==> src/rtl/fetch_ir_stage.sv <==
`default_nettype none
// ============================================================================
// Module   : fetch_ir_stage
// Purpose  : Instruction-fetch stage for the MIPS cores. Owns the PC, drives
//            a req/ack instruction-memory port and registers each returned
//            word into IR together with a valid flag, its PC and PC+4.
//            Handles downstream stall (one-word skid) and branch/jump
//            redirect, including squash of a fetch that is still in flight.
// Ports    : clk, reset             - clock (rising edge), sync active-high reset
//            stall                  - downstream hold of IR/ir_valid/pc_out
//            redirect, redirect_pc  - taken branch/jump and its target
//            imem_req, imem_addr    - fetch request / address (state-decoded)
//            imem_rdata, imem_ack   - returned word / one-cycle completion
//            IR, ir_valid           - registered instruction and valid flag
//            pc_out, pc_plus4       - PC of the word in IR and PC+4
//            fetch_count            - instructions loaded into IR
//                                     (only with FETCH_PERF_CNT_EN)
// Options  : `define FETCH_PERF_CNT_EN to add the fetch_count port/counter.
// Revision : 1.0 - initial release
// ============================================================================
module fetch_ir_stage #(
    parameter logic [31:0] RESET_PC = 32'h0000_0000,
    parameter logic [31:0] NOP_WORD = 32'h0000_0000
) (
    input  logic        clk,
    input  logic        reset,
    input  logic        stall,
    input  logic        redirect,
    input  logic [31:0] redirect_pc,
    output logic        imem_req,
    output logic [31:0] imem_addr,
    input  logic [31:0] imem_rdata,
    input  logic        imem_ack,
    output logic [31:0] IR,
    output logic        ir_valid,
    output logic [31:0] pc_out,
    output logic [31:0] pc_plus4
`ifdef FETCH_PERF_CNT_EN
   ,output logic [31:0] fetch_count
`endif
);

    localparam logic [1:0] c_ST_IDLE   = 2'd0;
    localparam logic [1:0] c_ST_FETCH  = 2'd1;
    localparam logic [1:0] c_ST_HOLD   = 2'd2;
    localparam logic [1:0] c_ST_SQUASH = 2'd3;

    logic [1:0]  r_state;
    logic [31:0] r_pc;        // next address to fetch
    logic [31:0] r_sq_addr;   // address of the request being squashed
    logic [31:0] r_ir;
    logic        r_ir_valid;
    logic [31:0] r_pc_out;
    logic [31:0] r_pc_plus4;
    logic [31:0] r_skid;
    logic [31:0] r_skid_pc;

    logic [31:0] w_pc_inc;
    logic [31:0] w_redir_pc;
    logic        w_ir_load;

    assign w_pc_inc   = r_pc + 32'd4;
    assign w_redir_pc = redirect_pc & 32'hFFFF_FFFC;

    // A word enters IR either straight from memory or out of the skid.
    assign w_ir_load = !redirect && !stall &&
                       (((r_state == c_ST_FETCH) && imem_ack) || (r_state == c_ST_HOLD));

    // Request/address decode purely from state and registers, so stall and
    // redirect never reach the memory port combinationally. While squashing,
    // the address must stay at the outstanding request, not the new target.
    assign imem_req  = (r_state == c_ST_FETCH) || (r_state == c_ST_SQUASH);
    assign imem_addr = (r_state == c_ST_SQUASH) ? r_sq_addr : r_pc;

    assign IR       = r_ir;
    assign ir_valid = r_ir_valid;
    assign pc_out   = r_pc_out;
    assign pc_plus4 = r_pc_plus4;

    always_ff @(posedge clk) begin
        if (reset) begin
            r_state    <= c_ST_IDLE;
            r_pc       <= RESET_PC;
            r_sq_addr  <= RESET_PC;
            r_ir       <= NOP_WORD;
            r_ir_valid <= 1'b0;
            r_pc_out   <= RESET_PC;
            r_pc_plus4 <= RESET_PC + 32'd4;
            r_skid     <= NOP_WORD;
            r_skid_pc  <= 32'd0;
        end else begin
            if (redirect && (r_state != c_ST_IDLE)) begin
                // Redirect wins over stall and ack: flush IR and the skid.
                r_pc       <= w_redir_pc;
                r_ir       <= NOP_WORD;
                r_ir_valid <= 1'b0;
                r_skid     <= NOP_WORD;
                r_skid_pc  <= 32'd0;
                case (r_state)
                    c_ST_FETCH: begin
                        if (imem_ack) begin
                            r_state <= c_ST_FETCH;      // returned word dropped
                        end else begin
                            r_state   <= c_ST_SQUASH;   // wait out the old request
                            r_sq_addr <= r_pc;
                        end
                    end
                    c_ST_HOLD:   r_state <= c_ST_FETCH;
                    default:     r_state <= c_ST_SQUASH; // SQUASH keeps old address
                endcase
            end else begin
                case (r_state)
                    c_ST_IDLE: begin
                        r_state <= c_ST_FETCH;
                        if (redirect) begin
                            r_pc       <= w_redir_pc;
                            r_ir       <= NOP_WORD;
                            r_ir_valid <= 1'b0;
                        end
                    end
                    c_ST_FETCH: begin
                        if (imem_ack) begin
                            r_pc <= w_pc_inc;
                            if (stall) begin
                                r_skid    <= imem_rdata;
                                r_skid_pc <= r_pc;
                                r_state   <= c_ST_HOLD;
                            end else begin
                                r_ir       <= imem_rdata;
                                r_ir_valid <= 1'b1;
                                r_pc_out   <= r_pc;
                                r_pc_plus4 <= w_pc_inc;
                            end
                        end else if (!stall) begin
                            r_ir_valid <= 1'b0;         // bubble while waiting
                        end
                    end
                    c_ST_HOLD: begin
                        if (!stall) begin
                            r_ir       <= r_skid;
                            r_ir_valid <= 1'b1;
                            r_pc_out   <= r_skid_pc;
                            r_pc_plus4 <= r_skid_pc + 32'd4;
                            r_state    <= c_ST_FETCH;
                        end
                    end
                    c_ST_SQUASH: begin
                        if (imem_ack) begin
                            r_state <= c_ST_FETCH;      // stale word discarded
                        end
                    end
                    default: r_state <= c_ST_IDLE;
                endcase
            end
        end
    end

`ifdef FETCH_PERF_CNT_EN
    logic [31:0] r_fetch_count;

    always_ff @(posedge clk) begin
        if (reset) begin
            r_fetch_count <= 32'd0;
        end else if (w_ir_load) begin
            r_fetch_count <= r_fetch_count + 32'd1;
        end
    end

    assign fetch_count = r_fetch_count;
`else
    logic w_unused_load;
    assign w_unused_load = w_ir_load;
`endif

endmodule
`default_nettype wire

==> config.mk <==
export PLATFORM = sky130hd
export DESIGN_NAME = fetch_ir_stage
export DESIGN_NICKNAME = d
export VERILOG_FILES = /design/src/rtl/fetch_ir_stage.sv
export SDC_FILE = /design/constraint.sdc
export NUM_CORES = 1
export LEC_CHECK = 0
export CAP_MARGIN = 30
export CELL_PAD_IN_SITES_DETAIL_PLACEMENT = 0
export CELL_PAD_IN_SITES_GLOBAL_PLACEMENT = 1
export CORE_UTILIZATION = 25
export DETAILED_ROUTE_END_ITERATION = 7
export HOLD_SLACK_MARGIN = 0.02
export PLACE_DENSITY = 0.62
export SLEW_MARGIN = 20
export SYNTH_ARGS = -nofsm -noshare
export SYNTH_HDL_FRONTEND = slang
export SYNTH_SLANG_ARGS = --single-unit
==> constraint.sdc <==
create_clock -name clk -period 5.5 [get_ports clk]
set_clock_uncertainty 0.05 [all_clocks]
set_input_delay 0.55 -clock clk [delete_from_list [all_inputs] [get_ports clk]]
set_output_delay 0.55 -clock clk [all_outputs]
set_load 0.01 [all_outputs]
== Yosys cells after proc, flatten, opt, wreduce, memory -nomap -nowiden ==
Index checks and enable logic that the tools add are counted.

* Register bits after elaboration: 227
* Input bits: 69
* Output and inout port bits: 130

* Reduce and logical (&&, ||, !) cells: 17
* Muxes and demuxes: 31
* Bitwise logic cells: 2
* $add $sub $neg: 2
* Equal/unequal tests: 13

{| class="wikitable"
|+ Operators by type and width
! cell !! number
|-
| $mux 32 || 14
|-
| $pmux 32 s2 || 3
|-
| $pmux 32 s3 || 1
|-
| $add 32x3->32 const B || 2
|-
| $reduce_and 3->1 || 5
|-
| $mux 2 || 6
|-
| $ne 3x2->1 const B || 4
|-
| $reduce_and 5->1 || 2
|-
| $ne 2x2->1 const B || 4
|-
| $pmux 2 s4 || 1
|-
| $ne 3x3->1 const B || 2
|-
| $reduce_bool 2->1 || 3
|-
| $reduce_bool 3->1 || 2
|-
| $eq 2x2->1 const B || 2
|-
| $mux 1 || 4
|-
| $pmux 2 s2 || 1
|-
| $reduce_and 4->1 || 1
|-
| $pmux 1 s3 || 1
|-
| $eq 2x1->1 const B || 1
|-
| $logic_not 2->1 || 1
|-
| $not 1->1 || 2
|-
| $reduce_or 2->1 || 1
|-
| $logic_and 1x1->1 || 1
|-
| $logic_or 1x1->1 || 1
|}

== Depth between registers and ports, before layout ==
Gate-level depths: netlist of the first run.

* Word-level depth: 4
* Mapped depth: 10
* Gate-level depth less buffers: 7

== Worst setup path after synthesis of the first run ==
OpenSTA, ideal clock, no wires.

* Path kind: register -> register
* Start: reg r_skid_pc[2]
* End: reg r_pc_plus4[22] (netlist: pc_plus4[22])
* Arrival: 2104 ps
* Slack: 3228 ps
* Cell stages (with the launch flop): 8
* Setup time: 117 ps
* Period minus slack after synthesis: 2272 ps
* Buffers on the path: 1
* Cell sequence: dfxtp_1 ha_1 nand4_2 or3_1 buf_6 o31a_1 or3_1 a32o_1

* Longest elaborated chain between the ends: 3

{| class="wikitable"
|+ Ends and longest elaborated chain
! what !! line !! text
|-
| start, declared || 56 || <nowiki>logic [31:0] r_skid_pc;</nowiki>
|-
| start signal, assigned || 126 || <nowiki>r_skid_pc <= r_pc;</nowiki>
|-
| $add 32x3->32 || 143 || <nowiki>r_pc_plus4 <= r_skid_pc + 32'd4;</nowiki>
|-
| $mux 32 || 139 || <nowiki>if (!stall) begin</nowiki>
|-
| $pmux 32 s2 || 112 || <nowiki>case (r_state)</nowiki>
|-
| end signal, assigned || 88 || <nowiki>r_pc_plus4 <= RESET_PC + 32'd4;</nowiki>
|-
| end signal, assigned || 132 || <nowiki>r_pc_plus4 <= w_pc_inc;</nowiki>
|-
| end signal, assigned || 143 ||
|-
| end, declared || 54 || <nowiki>logic [31:0] r_pc_plus4;</nowiki>
|}

Every way passes these cells. The select of a mux whose other input is x is not followed.
A chain may end at the register's enable or synchronous reset.

== Worst setup path in the final report of the first run ==
* Start: reg r_state[1]
* End: out imem_addr[13]

* Longest elaborated chain between the ends: 2

{| class="wikitable"
|+ Ends and longest elaborated chain
! what !! line !! text
|-
| start, declared || 48 || <nowiki>logic [1:0] r_state;</nowiki>
|-
| start signal, assigned || 82 || <nowiki>r_state <= c_ST_IDLE;</nowiki>
|-
| start signal, assigned || 102 || <nowiki>r_state <= c_ST_FETCH;</nowiki>
|-
| start signal, assigned || 104 || <nowiki>r_state <= c_ST_SQUASH;</nowiki>
|-
| $eq 2x2->1 || 73 || <nowiki>assign imem_addr = (r_state == c_ST_SQUASH) ? r_sq_addr : r_pc;</nowiki>
|-
| $mux 32 || 73 ||
|-
| end, declared || 31 || <nowiki>output logic [31:0] imem_addr,</nowiki>
|}

Every way passes these cells.

==> summary.md, run 1 <==
| Metric | Value |
|---|---|
| Leakage | `between 4 and 5 nW` |
| Pwr Density | `499 nW/um2` |
| # Post-CTS Setup Buffers | `0` |
| Yosys reg bits | `225` |
| IO Pins | `199` |
| Synth top area share | `40.1%` |
| Post-Route WL | `41.8 mm` |
| Flop-to-flop setup slack | `between 2000 and 2500 ps` |
| Synth Flop Type | `dfxtp_1` |
| First-pass DRT Iterations | `5` |
| DP Cell Count | `2106` |
| Die X | `214 um` |
| Post_cts resized | `0` |
| Crit end category | `output pin` |
| Max VDD drop | `~0.35 mV` |
| CP Launch Point | `r_state[1]` |
| Initial cell density of the core | `about a quarter` |
| Post-DP HPWL | `28.1 mm` |
| RR Endpoint | `r_pc[20]` |
| Post-synthesis cell count | `1439` |
| Crit path max fanout | `21` |
| Final Cycle Share | `between 50% and 60%` |
| Initial antenna violation count | `1` |
| Largest area contributor in the netlist | `dfxtp_1` |
| Clock tree root driver cell | `clkbuf_16` |
| Worst-path cell chain | `ha_2 -> buf_12 -> mux2_2 -> clkdlybuf4s50_1` |
| Main combinational cell family by area after synthesis | `simple AND/OR/NAND/NOR gates` |
| Residual DRC | `0` |
| Routability Congestion | `between 0.8 and 0.9` |
| Pre-CTS setup slack | `2070 ps` |
| Synthesized Nets | `about 1.5k` |
| Design Area, Final | `around 15000 um2` |
| Layout cell share with drive strength beyond 1 | `7.95%` |
| Outcome | `complete, no violations` |
| Max-slew violations | `0` |
| Antenna-violating nets left | `0` |
| Die Span Y | `214 um` |
| Startpoint class of the critical path | `flip-flop` |
| Fillers | `4627` |
| TritonCTS buffer count | `30` |
| Drt first-iter violations | `843` |
| Least-Margin Pin Slew | `964 ps` |
| Syn_area_per_cell | `between 7 and 8 um2` |
| CTS tree | `done` |
| Mapped Area | `11200 um2` |
| Number of flops mapped to enable cells by yosys | `0` |
| Synth Area in Compound Gates | `about 21%` |
| Commonest cells after routing, fill and taps aside | `nand2_1, dfxtp_1, clkdlybuf4s50_1, a21oi_1, nand3_1` |
| Post-synth cell types | `61` |
| Area contributors post-synth | `dfxtp_1, nand2_1, a21oi_1, mux2i_1, clkbuf_1` |
| Commonest non-fill, non-tap cell in the layout | `nand2_1` |
| Worst hold path type | `input pin to flip-flop` |
| Final #Nets | `1624` |
| WHS | `329 ps` |
| Post-Route Setup TNS | `0 ps` |
| Clk Latency, worst-skew pair | `570 ps` |
| Post-DR wirelength/cell | `19.3 um` |
| H-tree depth | `1` |
| Max-cap viol count | `0` |
| # hold bufs at CTS | `0` |
| Asr flop ratio synth | `0%` |
| CP endpoint | `imem_addr[13]` |
| Total number of vias | `between 10k and 15k` |
| CP required | `roughly 4900 ps` |
| Finished Layout Cells | `2165` |
| Period minus WS final | `3280 ps` |
| Max stage delay cell, worst path | `ha_2` |
| RSZ-0062 raised after global routing | `false` |
| Simple logic cell fraction of the synthesized area | `24.0%` |
| Row cnt | `77` |
| Post-synthesis mux area share | `about 6.8%` |
| F_max | `roughly 0.3 GHz` |
| Yosys warnings | `0` |
| Xor/xnor share of the synthesized area | `1.95%` |
| Post-synthesis adder-cell area fraction | `0.780%` |
| First-pass GRT wire length | `64.0 mm` |
| Final-report setup violation count | `0` |
| # port buffers | `roughly 200` |
| Global Route Usage Sum | `17.8%` |
| Final hold vios | `0` |
| # clock sinks | `225` |
| Worst r2r src | `r_state[0]` |
| Core area | `roughly 44000 um2` |
| Area delta synth->final | `30.8%` |
| Max Buffers Root-to-Sink | `3` |
| Clock-pin slew on the worst setup and hold paths | `60 ps` |
| CP arrival | `2680 ps` |
| Post-Place Cell Area | `roughly 14000 um2` |
| Die ar. | `45800 um2` |
| Vias per inst | `5.02` |
| Pin count of the biggest net entering global routing | `84` |
| Worst Reg-to-Reg Cells | `8` |
| Setup WS post-layout | `2220 ps` |
| Relative slew slack | `35.8%` |
| Total congestion overflow | `0` |
| CP max stage delay | `about 560 ps` |
| Sequential area share after synthesis | `40.1%` |
| CP Class | `flip-flop to output pin` |
| Via count of the first global-routing pass | `10.0k` |
## flip-flops by register name, summed over array words and instances, names as in the netlist, 2 cells and up
name and flops:
pc_out 32, r_pc 32, IR 32, r_state 2
r_sq_addr 32, r_skid 32, pc_plus4 30, r_skid_pc 32
## layer usage
| layer | wire length, um | track usage [%] |
|---|---|---|
| met5 | 0 | 0 |
| met4 | 1290 | 5.52 |
| met3 | 2140 | 2.70 |
| met2 | 19500 | 28.8 |
| met1 | 19000 | 24.1 |
## kinds of logic after synthesis
group,Yosys count
AO/OA/AOI/OAI,375
XOR/XNOR,25
adder cells (fa/ha/maj),7
buffers and inverters,156
flip-flops,225
multiplexers,72
AND/OR/NAND/NOR,579
## critical path: cells and delay by family (launching register included)
kind | cells | cell delay (ps)
buffers and inverters | 2 | 730
adder cells (fa/ha/maj) | 1 | 560
flip-flops | 1 | 410
multiplexers | 1 | 380
## cell type report
class	count	area [um2]	area share (%)
antenna	1	2.50	0.0170
clock buffer	46	892	6.07
clock inverter	10	131	0.894
inverter	14	52.6	0.358
multi-input combinational	1058	6160	41.9
sequential	225	4500	30.7
tap	592	741	5.04
timing repair buffer	219	2210	15.0
## worst min-delay path by stage
stage                       start       endpoint  slack (ps)  cells past startpoint
CTS                         reset        r_pc[8]         300                      2
finish                      reset        r_pc[8]         330                      2
floorplan            r_sq_addr[0]   r_sq_addr[0]         380                      2
global route                reset       r_pc[12]         320                      2
global placement      pc_plus4[2]    pc_plus4[2]         390                      2
detailed placement  r_sq_addr[18]  r_sq_addr[18]         390                      2
## power by group
part	switching, mW	internal (mW)
registers	0.373	1.92
logic	1.78	1.23
clock network	0.778	1.25
total	2.94	4.40
## through the flow
step           power, mW  util [%]
2_1_floorplan       3.98         -
3_3_place_gp        5.30      30.6
3_5_place_dp        5.36      30.8
4_1_cts             7.42      33.1
5_1_grt             7.77      33.2
6_report            7.34      33.2
## synthesized netlist by cell type, types with 2 or more instances
| master | number |
|---|---|
| nor2_1 | 52 |
| nand4_4 | 2 |
| and4_1 | 7 |
| inv_1 | 13 |
| a21oi_1 | 169 |
| nor3_1 | 27 |
| nand3_1 | 71 |
| mux2i_1 | 41 |
| nand4_1 | 14 |
| a31oi_1 | 10 |
| or4_1 | 9 |
| buf_1 | 17 |
| nand2_1 | 303 |
| or3_1 | 18 |
| a22o_1 | 36 |
| a21o_1 | 7 |
| nor2b_1 | 2 |
| dfxtp_1 | 225 |
| xnor2_1 | 13 |
| o31ai_1 | 8 |
| nor4_1 | 25 |
| o21a_1 | 7 |
| nor4b_1 | 2 |
| ha_1 | 7 |
| buf_4 | 9 |
| xor2_1 | 12 |
| nand3b_1 | 5 |
| and3_1 | 10 |
| a211oi_1 | 36 |
| o21ai_0 | 52 |
| mux2_2 | 31 |
| o211ai_1 | 8 |
| a32o_1 | 12 |
| or2_2 | 3 |
| a31o_2 | 2 |
| buf_2 | 8 |
| o21ai_1 | 8 |
| a311oi_1 | 2 |
| and2_1 | 19 |
| clkbuf_1 | 106 |
| a22oi_1 | 6 |
| nand2b_1 | 4 |
| a41oi_1 | 2 |
| o31a_1 | 2 |
No activity file was read; power rests on OpenSTA's default activity.
==> run 2: changes to the inputs <==
==> constraint.sdc (replaced) <==
create_clock -name clk -period 3.3 [get_ports clk]
set_clock_uncertainty 0.05 [all_clocks]
set_input_delay 0.33 -clock clk [delete_from_list [all_inputs] [get_ports clk]]
set_output_delay 0.33 -clock clk [all_outputs]
set_load 0.01 [all_outputs]
==> run 2 against run 1 <==
  * Critical path depth did not move
  * Via count barely moved
  * Sequential cell count did not move
  * Non-clock buffer count rose by 33
  * Routed wire length fell by 0.55%
  * Combinational power rose by 74%
  * Worst setup slack got worse by 2000 ps
  * Final cell count rose by 1.2%
==> summary.md, run 2 (synthesis results as in run 1) <==
| Metric | Value |
|---|---|
| Outcome | `complete, no violations` |
| Max VDD drop | `0.475 mV (+37%)` |
| Post-DR wirelength/cell | `19.0 um (-1.7%)` |
| GRT met1 Usage | `23.7% (-0.43 points)` |
| First-pass GRT wire length | `63.6 mm (-0.59%)` |
| Drt first-iter violations | `759 (-10%)` |
| Worst-path cell chain | `ha_2 -> buf_12 -> mux2_2 -> clkdlybuf4s50_1` |
| IO Pins | `199 (unchanged)` |
| Global Route Usage Sum | `17.7% (-0.079 points)` |
| Post-Route WL | `41.6 mm (-0.55%)` |
| Commonest cells after routing, fill and taps aside | `nand2_1, dfxtp_1, clkdlybuf4s50_1, a21oi_1, nand3_1` |
| Met3 global-route usage | `2.49% (-0.21 points)` |
| H-tree depth | `1 (unchanged)` |
| Die X | `214 um (unchanged)` |
| Fillers | `4618 (-0.19%)` |
| Core area | `44200 um2 (unchanged)` |
| Max-slew violations | `0 (unchanged)` |
| Pwr Density | `810 nW/um2 (+62%)` |
| CP required | `2920 ps (-1980 ps)` |
| # port buffers | `196 (unchanged)` |
| Final hold vios | `0 (unchanged)` |
| Post_cts resized | `0 (unchanged)` |
| Die Span Y | `214 um (unchanged)` |
| Crit end category | `output pin` |
| Leakage | `4.89 nW (+2.4%)` |
| CTS tree | `done` |
| Startpoint class of the critical path | `flip-flop` |
| Post-DP HPWL | `28.7 mm (+2.1%)` |
| CP Class | `flip-flop to output pin` |
| Period minus WS final | `about 3100 ps` |
| Clock tree root driver cell | `clkbuf_16` |
| Max Buffers Root-to-Sink | `3 (unchanged)` |
| CP arrival | `2680 ps (about the same)` |
| # clock sinks | `225 (unchanged)` |
| Initial antenna violation count | `2 (+1)` |
| Commonest non-fill, non-tap cell in the layout | `nand2_1` |
| Antenna-violating nets left | `0 (unchanged)` |
| Initial cell density of the core | `25.4% (unchanged)` |
| Routability Congestion | `0.843 (+2.8%)` |
| Final-report setup violation count | `0 (unchanged)` |
| Post-Route Setup TNS | `0 ps (unchanged)` |
| F_max | `0.327 GHz` |
| Layer with the highest usage | `met2` |
| CP max stage delay | `550 ps (about the same)` |
| Residual DRC | `0 (unchanged)` |
| Least-Margin Pin Slew | `865 ps (-98.4 ps)` |
| First-pass DRT Iterations | `5 (unchanged)` |
| TritonCTS buffer count | `28 (-6.7%)` |
| Worst hold path type | `input pin to flip-flop` |
| Relative slew slack | `42.1% (+6.3 points)` |
| Total number of vias | `10.9k (+0.064%)` |
| Clk Latency, worst-skew pair | `550 ps (-20 ps)` |
| Pin count of the biggest net entering global routing | `100 (+19%)` |
| Vias per inst | `4.97 (-1.1%)` |
| # Post-CTS Setup Buffers | `0 (unchanged)` |
| Routing usage on met2 | `28.6% (-0.13 points)` |
| Design Area, Final | `14800 um2 (+0.80%)` |
| Die ar. | `45800 um2 (unchanged)` |
| Final Cycle Share | `around 93%` |
| RSZ-0062 raised after global routing | `false` |
| Final #Nets | `1655 (+1.9%)` |
| Area delta synth->final | `31.8%` |
| Row cnt | `77 (unchanged)` |
| Post-Place Cell Area | `13900 um2 (+1.9%)` |
| Total congestion overflow | `0 (unchanged)` |
| Clock-pin slew on the worst setup and hold paths | `60 ps (about the same)` |
| Max-cap viol count | `0 (unchanged)` |
| Crit path max fanout | `22 (+4.8%)` |
| Layout cell share with drive strength beyond 1 | `9.52% (+1.6 points)` |
| # hold bufs at CTS | `0 (unchanged)` |
| Max stage delay cell, worst path | `ha_2` |
| Via count of the first global-routing pass | `10.4k (+3.3%)` |
==> run 2: cell count changes in the layout (fill, tap and decap cells not counted), moves of 2 or more <==
cell,before,now
buf_12,3,5
buf_16,2,0
buf_4,19,52
clkbuf_1,9,7
clkbuf_16,31,29
clkinv_2,5,3
==> run 2: metrics by stage <==
stage / instances / utilization (%) / worst slack (ps) / hold slack [ps] / power [mW]
finish: 2191 / 33.5 / 244 / 305 / 12.0
global route: 2191 / 33.5 / 147 / 291 / 12.7
CTS: 2189 / 33.5 / 193 / 266 / 12.2
detailed placement: 2141 / 31.4 / 638 / 394 / 9.04
global placement: 2141 / 31.4 / 639 / 383 / 9.03
floorplan: 1439 / - / 1030 / 383 / 6.63
==> run 2: per-layer routing <==
metal  wire [um]  up-vias
met2       19400      295
met3        1790       69
met5           0        -
met1       18900     5138
met4        1470        0
li1            -     5378
==> run 2: power breakdown <==
part | total (mW) | internal (mW) | switching, mW
Clock | 3.09 | 1.90 | 1.19
Combinational | 5.24 | 2.13 | 3.11
Sequential | 3.66 | 3.20 | 0.461
Total | 12.0 | 7.23 | 4.76
==> run 2: worst max-delay path: cells and delay by family, from the launching register on <==
family,cells,cell delay [ps]
flip-flops,1,420
buffers and inverters,2,790
multiplexers,1,360
adder cells (fa/ha/maj),1,550
==> run 2: worst paths after layout <==
kind                        from            to  slack (ps)  cells after the start
hold reg to reg      pc_plus4[2]   pc_plus4[2]         400                      2
hold / removal    imem_rdata[29]    r_skid[29]         310                      3
setup / recovery      r_state[1]  imem_addr[1]         240                      4
setup reg to reg         r_pc[9]  pc_plus4[25]         700                      5
==> run 2: cell type report <==
cell class / count / area [um2] / area share, %
Antenna cell: 2 / 5.00 / 0.0338
Timing Repair Buffer: 252 / 2440 / 16.5
Clock buffer: 43 / 848 / 5.73
Clock inverter: 5 / 75.1 / 0.507
Multi-Input combinational cell: 1058 / 6140 / 41.5
Sequential cell: 225 / 4500 / 30.4
Tap cell: 592 / 741 / 5.00
Inverter: 14 / 52.6 / 0.355
==> RTL edit, RTL diff (config.mk and constraints of run 2) <==
The option `FETCH_PERF_CNT_EN` is turned on by a define.
--- a/src/rtl/fetch_ir_stage.sv
+++ b/src/rtl/fetch_ir_stage.sv
@@ -20,2 +20,4 @@
 // ============================================================================
+`define FETCH_PERF_CNT_EN
+
 module fetch_ir_stage #(
New outputs: fetch_count. Function: not settled (the Yosys comparison gave no result); the edit may change what the design does.
==> RTL edit against run 2 <==
- worst setup slack better by 0.12 ns
- area after synthesis increased by 14%
- die area rose by 14%
- largest power group unchanged
- via count up 13%
- sequential cell count rose by 32
- wire length up 9.9%
- total power rose by 9.2%
- hold slack worse by 0.12 ns
- highest routed layer is now met5
- cell area increased by 13%
- combinational power is 3% higher
- largest cell class unchanged
==> RTL edit: results (changes against run 2) <==
pre-CTS setup slack=0.5746 ns (was 0.6384 ns); Clock buf/inv share=6.413% (was 6.236%); P_clk=3610 uW (was 3090 uW); buffering overhead=16.29% (was 16.49%); placed cell count=2425 (was 2141); multi-input combinational area share=41.03% (was 41.46%); Multi-In Gates=1189 (was 1058); Slew HR=45.84% (was 42.06%); mean area per synthesized cell=7.856 um2 (was 7.806 um2); P_leak=0.005349 uW (was 0.004886 uW); list of most frequent post-synthesis cells=301 x nand2_1, 257 x dfxtp_1, 179 x a21oi_1, 115 x clkbuf_1, 93 x nor2_1 (was 303 x nand2_1, 225 x dfxtp_1, 169 x a21oi_1, 106 x clkbuf_1, 71 x nand3_1); Crit Reg-Reg Startpoint=r_pc[3] (was r_pc[9]); worst vdd ir=0.4700 mV (was 0.4749 mV); Seq/Total Area, Yosys=40.25% (was 40.10%); antenna violations before repair=4 (was 2); Num CTS Buffers=34 (was 28); Critical Path Sink=imem_addr[17] (was imem_addr[1]); H-tree Lvls=2 (was 1); Post-layout nets=1866 (was 1655); Mapped Nets=1704 (was 1515); pwr dens=780.1 mW/mm2 (was 809.7 mW/mm2); crit path DAT=2.55 ns (was 2.68 ns); post-detail-place hpwl=31700 um (was 28740 um); total track usage=17.05% (was 17.69%); CP max stage delay=0.49 ns (was 0.55 ns); status=finished clean (unchanged); Area after DPL=0.01570 mm2 (was 0.01388 mm2); IO Port Bufs=228 (was 196); bufs w/o clock=280 (was 252); fillers=5356 (was 4618); reg2reg end=r_pc[30] (was pc_plus4[25]); seq_cells=257 (was 225); total routed wirelength=45710 um (was 41600 um); DR iter-0 viols=877 (was 759); Gate power share=41.2% (was 43.7%)
[RTL edit: worst max-delay path: cells and delay by family, from the launching register on]
kind       cells  cell delay (ns)
flops          1             0.47
mux            1             0.43
buf+inv        2             0.89
fa+ha+maj      1             0.20
[RTL edit: how the worst min path moves through the flow]
stage,startpoint,end,slack [ns],cells past startpoint
floorplan,r_sq_addr[0],r_sq_addr[0],0.38,2
global placement,r_sq_addr[4],r_sq_addr[4],0.39,2
detailed placement,IR[7],IR[7],0.40,2
CTS,reset,fetch_count[12],0.16,2
global route,reset,fetch_count[29],0.18,2
finish,reset,fetch_count[27],0.18,2
[RTL edit: logic make-up after synthesis]
| family | after synthesis |
|---|---|
| simple gates | 675 |
| compound gates | 388 |
| mux | 69 |
| buf+inv | 181 |
| flops | 257 |
| xor+xnor | 49 |
| fa+ha+maj | 8 |
[RTL edit: metal layers]
metal	vias up	global-route usage (%)	routed length (um)
li1	6070	-	-
met4	8	5.055	1060
met3	63	4.400	3142
met5	-	0	62
met2	356	25.87	20080
met1	5828	23.55	21360
